`src/rtl/apb_req_arbiter.sv`:
```
// apb_req_arbiter: round-robin arbiter sharing one APB4 master port
// between NREQ requesters. Optional macro: APB_ARB_TIMEOUT_EN.
module apb_req_arbiter #(
   parameter int NREQ           = 4,
   parameter int TIMEOUT_CYCLES = 256
) (
   input  logic              pclk,
   input  logic              preset,
   input  logic [NREQ-1:0]   req_valid,
   output logic [NREQ-1:0]   req_ready,
   input  logic [NREQ-1:0]   req_write,
   input  logic [NREQ*32-1:0] req_addr,
   input  logic [NREQ*32-1:0] req_wdata,
   input  logic [NREQ*4-1:0] req_strb,
   input  logic [NREQ*3-1:0] req_prot,
   output logic [NREQ-1:0]   rsp_valid,
   output logic [31:0]       rsp_rdata,
   output logic              rsp_slverr,
   output logic              psel,
   output logic              penable,
   output logic              pwrite,
   output logic [31:0]       paddr,
   output logic [31:0]       pwdata,
   output logic [3:0]        pstrb,
   output logic [2:0]        pprot,
   input  logic [31:0]       prdata,
   input  logic              pready,
   input  logic              pslverr
);

   localparam int IW = $clog2(NREQ);

   typedef enum logic [1:0] {
      S_IDLE,
      S_SETUP,
      S_ACCESS
   } state_t;

   state_t          state_q;
   logic [IW-1:0]   ptr_q;
   logic [IW-1:0]   gnt_q;
   logic [IW-1:0]   gnt_d;
   logic [IW:0]     idx_s;
   logic            hit;
   logic            tmo;

   logic            psel_q, penable_q, pwrite_q;
   logic [31:0]     paddr_q, pwdata_q;
   logic [3:0]      pstrb_q;
   logic [2:0]      pprot_q;
   logic [NREQ-1:0] rsp_valid_q;
   logic [31:0]     rsp_rdata_q;
   logic            rsp_slverr_q;

   logic            sel_write;
   logic [31:0]     sel_addr, sel_wdata;
   logic [3:0]      sel_strb;
   logic [2:0]      sel_prot;

   // Round-robin pick: first valid index at or after the pointer, wrapping.
   always_comb begin
      gnt_d = ptr_q;
      hit   = 1'b0;
      idx_s = '0;
      for (int k = NREQ - 1; k >= 0; k--) begin
         idx_s = {1'b0, ptr_q} + (IW+1)'(k);
         if (idx_s >= (IW+1)'(NREQ))
            idx_s = idx_s - (IW+1)'(NREQ);
         if (req_valid[idx_s[IW-1:0]]) begin
            gnt_d = idx_s[IW-1:0];
            hit   = 1'b1;
         end
      end
   end

   // Mux the candidate requester's transfer fields.
   always_comb begin
      sel_write = 1'b0;
      sel_addr  = '0;
      sel_wdata = '0;
      sel_strb  = '0;
      sel_prot  = '0;
      for (int i = 0; i < NREQ; i++) begin
         if (gnt_d == IW'(i)) begin
            sel_write = req_write[i];
            sel_addr  = req_addr[32*i +: 32];
            sel_wdata = req_wdata[32*i +: 32];
            sel_strb  = req_strb[4*i +: 4];
            sel_prot  = req_prot[3*i +: 3];
         end
      end
   end

   assign req_ready = (state_q == S_IDLE && hit) ?
                      (NREQ'(1) << gnt_d) : '0;

`ifdef APB_ARB_TIMEOUT_EN
   localparam int CW = $clog2(TIMEOUT_CYCLES + 1);
   logic [CW-1:0] tcnt_q;
   // Abandon when this wait cycle would bring the count to the limit.
   assign tmo = (tcnt_q == CW'(TIMEOUT_CYCLES - 1));
`else
   // No limit: ACCESS waits for pready indefinitely.
   assign tmo = (TIMEOUT_CYCLES < 0);
`endif

   // Transfer sequencer: IDLE -> SETUP -> ACCESS, registered APB/response.
   always_ff @(posedge pclk) begin
      if (preset) begin
         state_q      <= S_IDLE;
         ptr_q        <= '0;
         gnt_q        <= '0;
         psel_q       <= 1'b0;
         penable_q    <= 1'b0;
         pwrite_q     <= 1'b0;
         paddr_q      <= '0;
         pwdata_q     <= '0;
         pstrb_q      <= '0;
         pprot_q      <= '0;
         rsp_valid_q  <= '0;
         rsp_rdata_q  <= '0;
         rsp_slverr_q <= 1'b0;
`ifdef APB_ARB_TIMEOUT_EN
         tcnt_q       <= '0;
`endif
      end else begin
         rsp_valid_q <= '0;
         unique case (state_q)
            S_IDLE: begin
               if (hit) begin
                  state_q  <= S_SETUP;
                  gnt_q    <= gnt_d;
                  ptr_q    <= (gnt_d == IW'(NREQ - 1)) ? '0 : gnt_d + 1'b1;
                  psel_q   <= 1'b1;
                  pwrite_q <= sel_write;
                  paddr_q  <= sel_addr;
                  pwdata_q <= sel_write ? sel_wdata : '0;
                  pstrb_q  <= sel_write ? sel_strb : '0;
                  pprot_q  <= sel_prot;
               end
            end
            S_SETUP: begin
               state_q   <= S_ACCESS;
               penable_q <= 1'b1;
`ifdef APB_ARB_TIMEOUT_EN
               tcnt_q    <= '0;
`endif
            end
            S_ACCESS: begin
               if (pready) begin
                  state_q      <= S_IDLE;
                  psel_q       <= 1'b0;
                  penable_q    <= 1'b0;
                  rsp_valid_q  <= NREQ'(1) << gnt_q;
                  rsp_rdata_q  <= pwrite_q ? '0 : prdata;
                  rsp_slverr_q <= pslverr;
               end else if (tmo) begin
                  state_q      <= S_IDLE;
                  psel_q       <= 1'b0;
                  penable_q    <= 1'b0;
                  rsp_valid_q  <= NREQ'(1) << gnt_q;
                  rsp_rdata_q  <= '0;
                  rsp_slverr_q <= 1'b1;
               end else begin
`ifdef APB_ARB_TIMEOUT_EN
                  tcnt_q <= tcnt_q + 1'b1;
`endif
               end
            end
            default: state_q <= S_IDLE;
         endcase
      end
   end

   assign psel       = psel_q;
   assign penable    = penable_q;
   assign pwrite     = pwrite_q;
   assign paddr      = paddr_q;
   assign pwdata     = pwdata_q;
   assign pstrb      = pstrb_q;
   assign pprot      = pprot_q;
   assign rsp_valid  = rsp_valid_q;
   assign rsp_rdata  = rsp_rdata_q;
   assign rsp_slverr = rsp_slverr_q;

endmodule

```
`config.mk`:
```
export PLATFORM = sky130hd
export DESIGN_NAME = apb_req_arbiter
export DESIGN_NICKNAME = d
export VERILOG_FILES = /design/src/rtl/apb_req_arbiter.sv
export SDC_FILE = /design/constraint.sdc
export NUM_CORES = 1
export LEC_CHECK = 0
export CAP_MARGIN = 15
export CORE_AREA = 2 2 172 174
export DETAILED_ROUTE_END_ITERATION = 7
export DIE_AREA = 0 0 174 176
export MAX_ROUTING_LAYER = met4
export PLACE_DENSITY = 0.59
export SYNTH_ARGS = -nofsm -noshare
export SYNTH_HDL_FRONTEND = slang
export SYNTH_SLANG_ARGS = --single-unit
```
`constraint.sdc`:
```
create_clock -name pclk -period 2.8 [get_ports pclk]
set_clock_uncertainty 0.15 [all_clocks]
set_input_delay 0.56 -clock pclk [delete_from_list [all_inputs] [get_ports pclk]]
set_output_delay 0.56 -clock pclk [all_outputs]
set_load 0.03 [all_outputs]
```
* After elaboration in Yosys (flattened, before gate mapping) *
Index checks and enable logic that the tools add are counted.

storage, ports and cells
  bits in latches = 0
  flip-flop bits (word level) = 117
  input bits = 328
  bits in read-only memories = 0
  output and inout port bits = 115
  memories kept = 0
  RAM bits = 0

cells by class
  reduce and logical (&&, ||, !) cells = 11
  mux-type cells = 52
  $lt $le $gt $ge = 8
  divide/modulo/power cells = 0
  shift operators = 2
  bitwise operators = 2
  $add $sub $neg = 8
  multipliers = 0
  equal/unequal tests = 7

operators by type and width
  kind                                                                count
  2-to-1 mux 32 bit                                                   10
  2-to-1 mux 4 bit                                                    6
  2-to-1 mux 2 bit                                                    11
  2-to-1 mux 1 bit                                                    14
  less-than comparator 2 x 3 -> 1 bit (second input constant)         4
  2-to-1 mux 3 bit                                                    4
  greater-or-equal comparator 3 bit (second input constant)           3
  binary-select mux 1 bit (select 2 bit)                              4
  AND reduction 2 bit                                                 4
  << shifter 1 x 2 -> 4 bit (first input constant)                    2
  subtractor 2 x 1 -> 2 bit (second input constant)                   4
  adder 2 x 2 -> 3 bit (second input constant)                        2
  == test 2 bit (second input constant)                               3
  case mux 2 bit (3 select lines)                                     1
  == test 2 x 1 -> 1 bit (second input constant)                      2
  zero test 2 bit                                                     2
  inequality test 2 bit (second input constant)                       2
  case mux 1 bit (2 select lines)                                     2
  nonzero test 2 bit                                                  2
  adder 2 x 1 -> 3 bit (second input constant)                        1
  greater-or-equal comparator 2 x 3 -> 1 bit (second input constant)  1
  AND reduction 3 bit                                                 1
  OR reduction 3 bit                                                  1
  adder 2 x 1 -> 2 bit (second input constant)                        1
  other kinds (2)                                                     3

* Longest topological paths before layout *
Gate-level depths: netlist of the first run.

  word-level depth = 15
  depth in mapped cells = 12
  depth with buffers taken out = 9

* Worst setup path after synthesis of the first run *
No wires, ideal clock.

  path type = input to output
  start = input port req_valid[3]
  end = output port req_ready[3]
  path slack = -256 ps
  data arrival time = 2,346 ps
  cell stages on the path = 8
  cell sequence = o32ai_1 -> inv_1 -> ha_1 -> buf_2 -> inv_1 -> clkbuf_1 -> clkbuf_1 -> nor2_1

on the way
  word-level cells in the longest chain between the ends = 8

ends and longest elaborated chain
  what                                    line  source
  from (decl)                             9     input logic [NREQ-1:0] req_valid,
  binary-select mux 1 bit (select 2 bit)  69    if (req_valid[idx_s[IW-1:0]]) begin
  2-to-1 mux 1 bit (implied by the code)  69
  2-to-1 mux 2 bit (3 in series)          69
  2-to-1 mux 2 bit (*)                    69
  net gnt_d[0]                            42    logic [IW-1:0] gnt_d;
  << shifter 1 x 2 -> 4 bit (*)           95    (NREQ'(1) << gnt_d) : '0;
  2-to-1 mux 4 bit (*)                    94    assign req_ready = (state_q == S_IDLE && hit) ?
  to (decl)                               10    output logic [NREQ-1:0] req_ready,

Mark *: on every way through the listed nets, which the timed path passes. The rest lies on a longest branch. The select of a mux whose other input is x is not followed.

* Worst setup path in the final report of the first run *
Ends and elaborated chain as after synthesis.

==> results of run 1 <==
[worst min-delay path by stage]
stage / from / to / depth (start not counted)
after floorplan: gnt_q[0] / rsp_valid[2] / 1
after global placement: psel / psel / 2
after detailed placement: psel / psel / 2
after CTS: psel / psel / 2
after global routing: pwdata[15] / pwdata[15] / 1
final: psel / psel / 2
[cell families (layout without fill, tap and decap cells)]
| logic type | count (synthesis) | after routing | synth area share, % |
|---|---|---|---|
| compound gates | 301 | 301 | 40.4 |
| fa+ha+maj | 4 | 4 | 0.894 |
| buf+inv | 115 | 578 | 8.18 |
| flops | 117 | 117 | 41.8 |
| mux | 1 | 1 | 0.179 |
| other cells | 0 | 1 | 0 |
| simple gates | 103 | 103 | 8.54 |
[critical path, delay by kind of cell]
kind / cells / cell delay [ps]
buffers and inverters: 6 / 840
adders and majority gates: 1 / 170
and+or+nand+nor: 1 / 100
AOI/OAI and AO/OA: 2 / 400
[cells in the mapped netlist, types with 6 or more instances]
cell,instances
a21oi_1,78
a221o_1,35
a221oi_1,37
a22o_1,68
a22oi_1,37
clkbuf_1,62
dfxtp_1,117
inv_1,43
nand2_1,6
nor2_1,44
nor3_1,38
o22ai_1,38
[through the flow]
step	hold WS, ps	instances	total power, mW
3_3_place_gp	302	1441	5.23
3_5_place_dp	299	1441	5.24
5_1_grt	336	1489	7.97
6_report	305	1489	7.52
2_1_floorplan	283	641	3.72
4_1_cts	309	1482	7.56
[layout by cell type (no fill, tap or decap), drive strengths merged, types with 4 or more instances in the layout]
cell,count
ha,4
a22oi,37
nand2,6
o22ai,38
a21oi,78
clkbuf,18
clkdlybuf4s50,433
dfxtp,117
nor3,38
a221oi,37
buf,67
nor2,44
clkinv,6
a22o,68
inv,48
a221o,35
[final cells by class]
cell class	instances	area (um^2)	share of cell area, %
Antenna cell	1	2.50	0.0216
Clock buffer	17	425	3.67
Clock inverter	15	144	1.24
Inverter	43	168	1.45
Multi-Input combinational cell	409	2980	25.7
Sequential cell	117	2350	20.2
Tap cell	384	480	4.14
Timing Repair Buffer	503	5040	43.5
[power groups by stage]
stage | Sequential, mW | Clock, mW | Combinational, mW
5_1_grt | 2.04 | 2.32 | 3.60
3_3_place_gp | 2.04 | 0 | 3.19
2_1_floorplan | 2.44 | 0 | 1.28
4_1_cts | 2.02 | 2.23 | 3.31
3_5_place_dp | 2.05 | 0 | 3.20
6_report | 2.02 | 2.15 | 3.35
[state kept, by name, summed over array words and instances, names as in the netlist, 2 cells and up]
| register | flops |
|---|---|
| pwdata | 32 |
| state_q | 2 |
| gnt_q | 2 |
| pstrb | 4 |
| ptr_q | 2 |
| rsp_valid | 4 |
| pprot | 3 |
| rsp_rdata | 32 |
| paddr | 32 |
[layer usage]
layer	part of all wire, %	track usage [%]	up-vias
li1	-	-	3387
met2	50	30.8	296
met3	6.5	4.16	28
met5	0	-	-
met4	1.9	5.85	0
met1	41	21.4	3320
[what timing repair did]
action	CTS	global route
endpoints found under the setup margin	73	40
cloned	1	1
pin swaps	8	8
setup buffers	8	5
gates resized for setup	36	16
==> key figures, run 1 <==
Place
  – Placed Instance Area: 10700 um^2
  – Port Buffers: 442
  – GP Congestion: 0.894
  – Final HPWL DP: 21000 um
  – DP Worst Slack: -736 ps

Yosys
  – Cells after Synth: 641
  – Mapped cell area: 5600 um^2
  – Synth top area cells: dfxtp_1, a22o_1, a21oi_1
  – FF+latch count, synth: 117
  – Distinct cells, synth: 34
  – Synth async-reset ratio: 0%
  – Post-synth top flop: dfxtp_1
  – Sequential fraction of the synthesis area: 41.8%
  – Share of the synthesized area in the top cell type: 41.8%
  – Cell taking the most area after synthesis: dfxtp_1
  – Synthesized net count: 973
  – Post-Syn Area per Cell: 8.73 um^2
  – Yosys warnings: 0
  – EDFF count, synth: 0

Worst setup path
  – R2R Setup Slk: 100 ps
  – Worst path max stage delay: 250 ps
  – CP startpoint: req_valid[3]
  – CP Launch Type: input pin
  – Setup CP Type: in -> out
  – Register-to-Register Path Depth: 12
  – CP Max Fanout: 2
  – Critical Path AT: 2090 ps
  – Setup crit end kind: output port
  – Crit-path cells: dlygate4sd2_1, inv_1, a221oi_4, o32ai_4, inv_2, ha_4, clkinvlp_4, buf_12, nor2_4, buf_6
  – Worst EP required: 2090 ps
  – Worst r2r dst: paddr[10]
  – Critical Path Sink: req_ready[3]
  – R2r startpoint: ptr_q[1]
  – Crit-path slowest cell: a221oi_4

Global routing
  – Vias in the first global route: 7232
  – Largest net degree at the start of global routing: 51
  – Antenna violations before repair: 1
  – Total grt overflow: 0
  – GRT Util Overall: 18.2%
  – First-pass GRT wire length: 42000 um

Timing
  – Hold Fails Final Rpt: 0
  – Final WS setup: 2.39 ps
  – Setup violators final: 0
  – Slew Limit Fails: 0
  – Measured slew at the worst slew-check pin: 473 ps
  – RSZ-0062 raised after global routing: true
  – Fin crit period: 2800 ps
  – Max transition margin: 68.5%
  – Sum Neg Setup Slack: 0 ps
  – Fmax: 357 MHz
  – Period utilisation layout: 99.9%

Drt
  – DR pass1 iterations: 4
  – Post-DRT Antenna Nets: 0
  – Number of vias per cell: 4.72
  – Vias: 7031
  – Drt total wl: 28100 um
  – WL/cell: 18.9 um
  – Drc violations: 0
  – DRC marker count from the first detailed-route iteration: 333

Power and ir drop
  – Net Sw Power: 2.74 mW
  – Gate power share: 44.5%
  – Seq pwr share: 26.8%
  – Sw frac: 36.5%
  – Power Density: 649 nW/um^2
  – Leak: 4.43 nW
  – Clock power frac: 28.6%
  – Internal Dissipation: 4.78 mW
  – Worst IR drop on VDD: 0.429 mV

Layout
  – Final instance area: 11600 um^2
  – Share of layout cells above drive strength 1: 12.0%
  – Area grow syn2layout: 107%
  – Fillers: 2865
  – Fin nets: 1423
  – Final Util: 40.6%

Clocking
  – Clock buffer depth: 2
  – CTS tree: done
  – H-tree levels: 4
  – Worst-Skew Late Latency: 400 ps
  – Root buffer cell: clkbuf_16
  – Clock-pin slew on the worst setup and hold paths: 60 ps
  – Num Clock Sinks: 117
  – CTS Hold Buffers Added: 0
  – CTS Buf Count: 17

Floorplanning
  – Die Wd: 174 um
  – Die area: 30600 um^2
  – Core area: 28500 um^2
  – Die Ht: 176 um
  – Num ports: 443
  – Initial Utilization: 19.6%
  – Row cnt: 62

Job
  – # Max-Cap Violations: 0

Run status
  – Status: finished clean

Hold path
  – Hold Crit Class: reg -> reg
(Power assumes the default switching activity.)
==> inputs of run 2 (changes only) <==
CELL_PAD_IN_SITES_DETAIL_PLACEMENT = 1   (was default)
CELL_PAD_IN_SITES_GLOBAL_PLACEMENT = 2   (was default)
CORE_AREA = default   (was 2 2 172 174)
CORE_ASPECT_RATIO = 0.75   (was default)
CORE_MARGIN = 1   (was default)
CORE_UTILIZATION = 15   (was default)
DIE_AREA = default   (was 0 0 174 176)
PLACE_DENSITY = 0.81   (was 0.59)
==> key figures, run 2 (same netlist as run 1, synthesis figures left out) <==
Timing
  – Fin crit period: 2780 ps (-21.1 ps)
  – Max transition margin: 25.3% (-43 points)
  – Sum Neg Setup Slack: 0 ps (unchanged)
  – Setup violators final: 0 (unchanged)
  – Measured slew at the worst slew-check pin: 1110 ps (+642 ps)
  – Hold Fails Final Rpt: 0 (unchanged)
  – Slew Limit Fails: 0 (unchanged)
  – RSZ-0062 raised after global routing: true
  – Period utilisation layout: 99.2% (-0.75 points)
  – WHS: 316 ps (+10.6 ps)
  – Fmax: 360 MHz (+0.76%)

Drt
  – Drt total wl: 31300 um (+11%)
  – DR pass1 iterations: 4 (unchanged)
  – Drc violations: 0 (unchanged)
  – WL/cell: 19.4 um (+2.4%)
  – DRC marker count from the first detailed-route iteration: 226 (-32%)
  – Number of vias per cell: 4.44 (-6.0%)
  – Post-DRT Antenna Nets: 0 (unchanged)
  – Vias: 7192 (+2.3%)

Layout
  – Share of layout cells above drive strength 1: 14.2% (+2.2 points)
  – Fin nets: 1441 (+1.3%)
  – Fin cells: 1620 (+8.8%)
  – Area grow syn2layout: 114%
  – Fillers: 4191 (+46%)
  – Commonest non-fill, non-tap cell in the layout: clkdlybuf4s50_1
  – Most frequent cells in the layout: clkdlybuf4s50_1, dfxtp_1, a21oi_1

Clocking
  – H-tree levels: 4 (unchanged)
  – Clock buffer depth: 2 (unchanged)
  – Num Clock Sinks: 117 (unchanged)
  – CTS Hold Buffers Added: 0 (unchanged)
  – Worst-Skew Late Latency: 430 ps (+30 ps)
  – CTS Buf Count: 17 (unchanged)
  – Root buffer cell: clkbuf_16
  – Clock-pin slew on the worst setup and hold paths: 60 ps (about the same)
  – CTS tree: done

Floorplanning
  – Initial Utilization: 15.4% (-4.2 points)
  – Die area: 38100 um^2 (+24%)
  – Die Ht: 169 um (-3.8%)
  – Row cnt: 60 (-3.2%)
  – Core area: 36300 um^2 (+27%)
  – Num ports: 443 (unchanged)
  – Die Wd: 225 um (+29%)

Global routing
  – GRT Util Overall: 16.8% (-1.4 points)
  – Total grt overflow: 0 (unchanged)
  – Antenna violations before repair: 2 (+1)
  – Largest net degree at the start of global routing: 51 (unchanged)
  – Vias in the first global route: 7779 (+7.6%)
  – First-pass GRT wire length: 46800 um (+11%)

Power and ir drop
  – Leak: 4.54 nW (+2.4%)
  – Worst IR drop on VDD: 0.447 mV (+4.3%)
  – Tot Pwr: 7.73 mW (+2.7%)
  – Power Density: 644 nW/um^2 (-0.68%)

Worst setup path
  – Worst path max stage delay: 310 ps (+60 ps)
  – Setup CP Type: in -> out
  – CP Launch Type: input pin
  – Critical Path AT: 2070 ps (-20 ps)
  – Most common cell on crit path: buf_6
  – CP Max Fanout: 6 (+4)
  – Crit-path slowest cell: clkdlybuf4s15_2
  – Worst EP required: 2090 ps (about the same)
  – Crit-path cells: clkdlybuf4s15_2, nor3b_2, o22a_1, o22ai_4, inv_2, ha_4, buf_6, and2_4, buf_6
  – Setup crit end kind: output port

Place
  – Placed cell count: 1577 (+9.4%)
  – Port Buffers: 442 (unchanged)
  – GP Congestion: 0.854 (-4.5%)
  – Final HPWL DP: 24200 um (+15%)

Run status
  – Status: finished clean

Hold path
  – Hold Crit Class: reg -> reg

Job
  – # Max-Cap Violations: 0 (unchanged)
[run 2: path summary, 6_finish.rpt]
check	start	endpoint	slack, ps	cells past startpoint
worst min register to register	psel	psel	320	2
worst min-delay path	psel	psel	320	2
worst max register to register	ptr_q[0]	paddr[4]	120	11
worst max-delay path	req_valid[0]	req_ready[2]	20	9
[run 2: power breakdown]
| part | total (mW) | internal (mW) | leakage, nW | switching, mW |
|---|---|---|---|---|
| clock | 2.14 | 1.24 | 0.267 | 0.898 |
| combinational | 3.57 | 1.76 | 3.31 | 1.81 |
| sequential | 2.02 | 1.89 | 0.958 | 0.134 |
[run 2: layout make-up]
cell class | count | area (um^2) | area share, %
clock buffers | 17 | 425 | 3.55
diodes | 2 | 5.00 | 0.0417
multi-input cells | 409 | 3040 | 25.3
flip-flops and latches | 117 | 2350 | 19.6
repair buffers | 521 | 5250 | 43.7
well taps | 496 | 621 | 5.17
inverters | 43 | 164 | 1.37
clock inverters | 15 | 148 | 1.23
[run 2: metal layers]
| metal | GRT usage, % | share of wire, % | up-vias |
|---|---|---|---|
| met5 | - | 0 | - |
| met4 | 6.30 | 2.4 | 0 |
| met3 | 4.38 | 5.6 | 32 |
| met2 | 27.3 | 49 | 254 |
| met1 | 19.8 | 43 | 3479 |
| li1 | - | - | 3427 |
[run 2: through the flow]
stage,setup slack [ps],cell area [um^2],utilization (%)
2_1_floorplan,22.6,5640,-
3_3_place_gp,-607,11100,30.7
3_5_place_dp,-679,11100,30.7
4_1_cts,-30.7,11900,32.8
5_1_grt,-66.6,12000,33.0
6_report,23.5,12000,33.0
[run 2: repair_timing]
item | 4_1_cts | 5_1_grt
cloned | 1 | 0
resized for setup | 33 | 12
endpoints found under the setup margin | 74 | 48
buffers inserted | 8 | 0
pin swaps | 7 | 2
[run 2: critical path: cells and delay by family]
kind	cells	cell delay, ps
compound gates	2	450
buf+inv	4	660
simple gates	2	210
fa+ha+maj	1	180
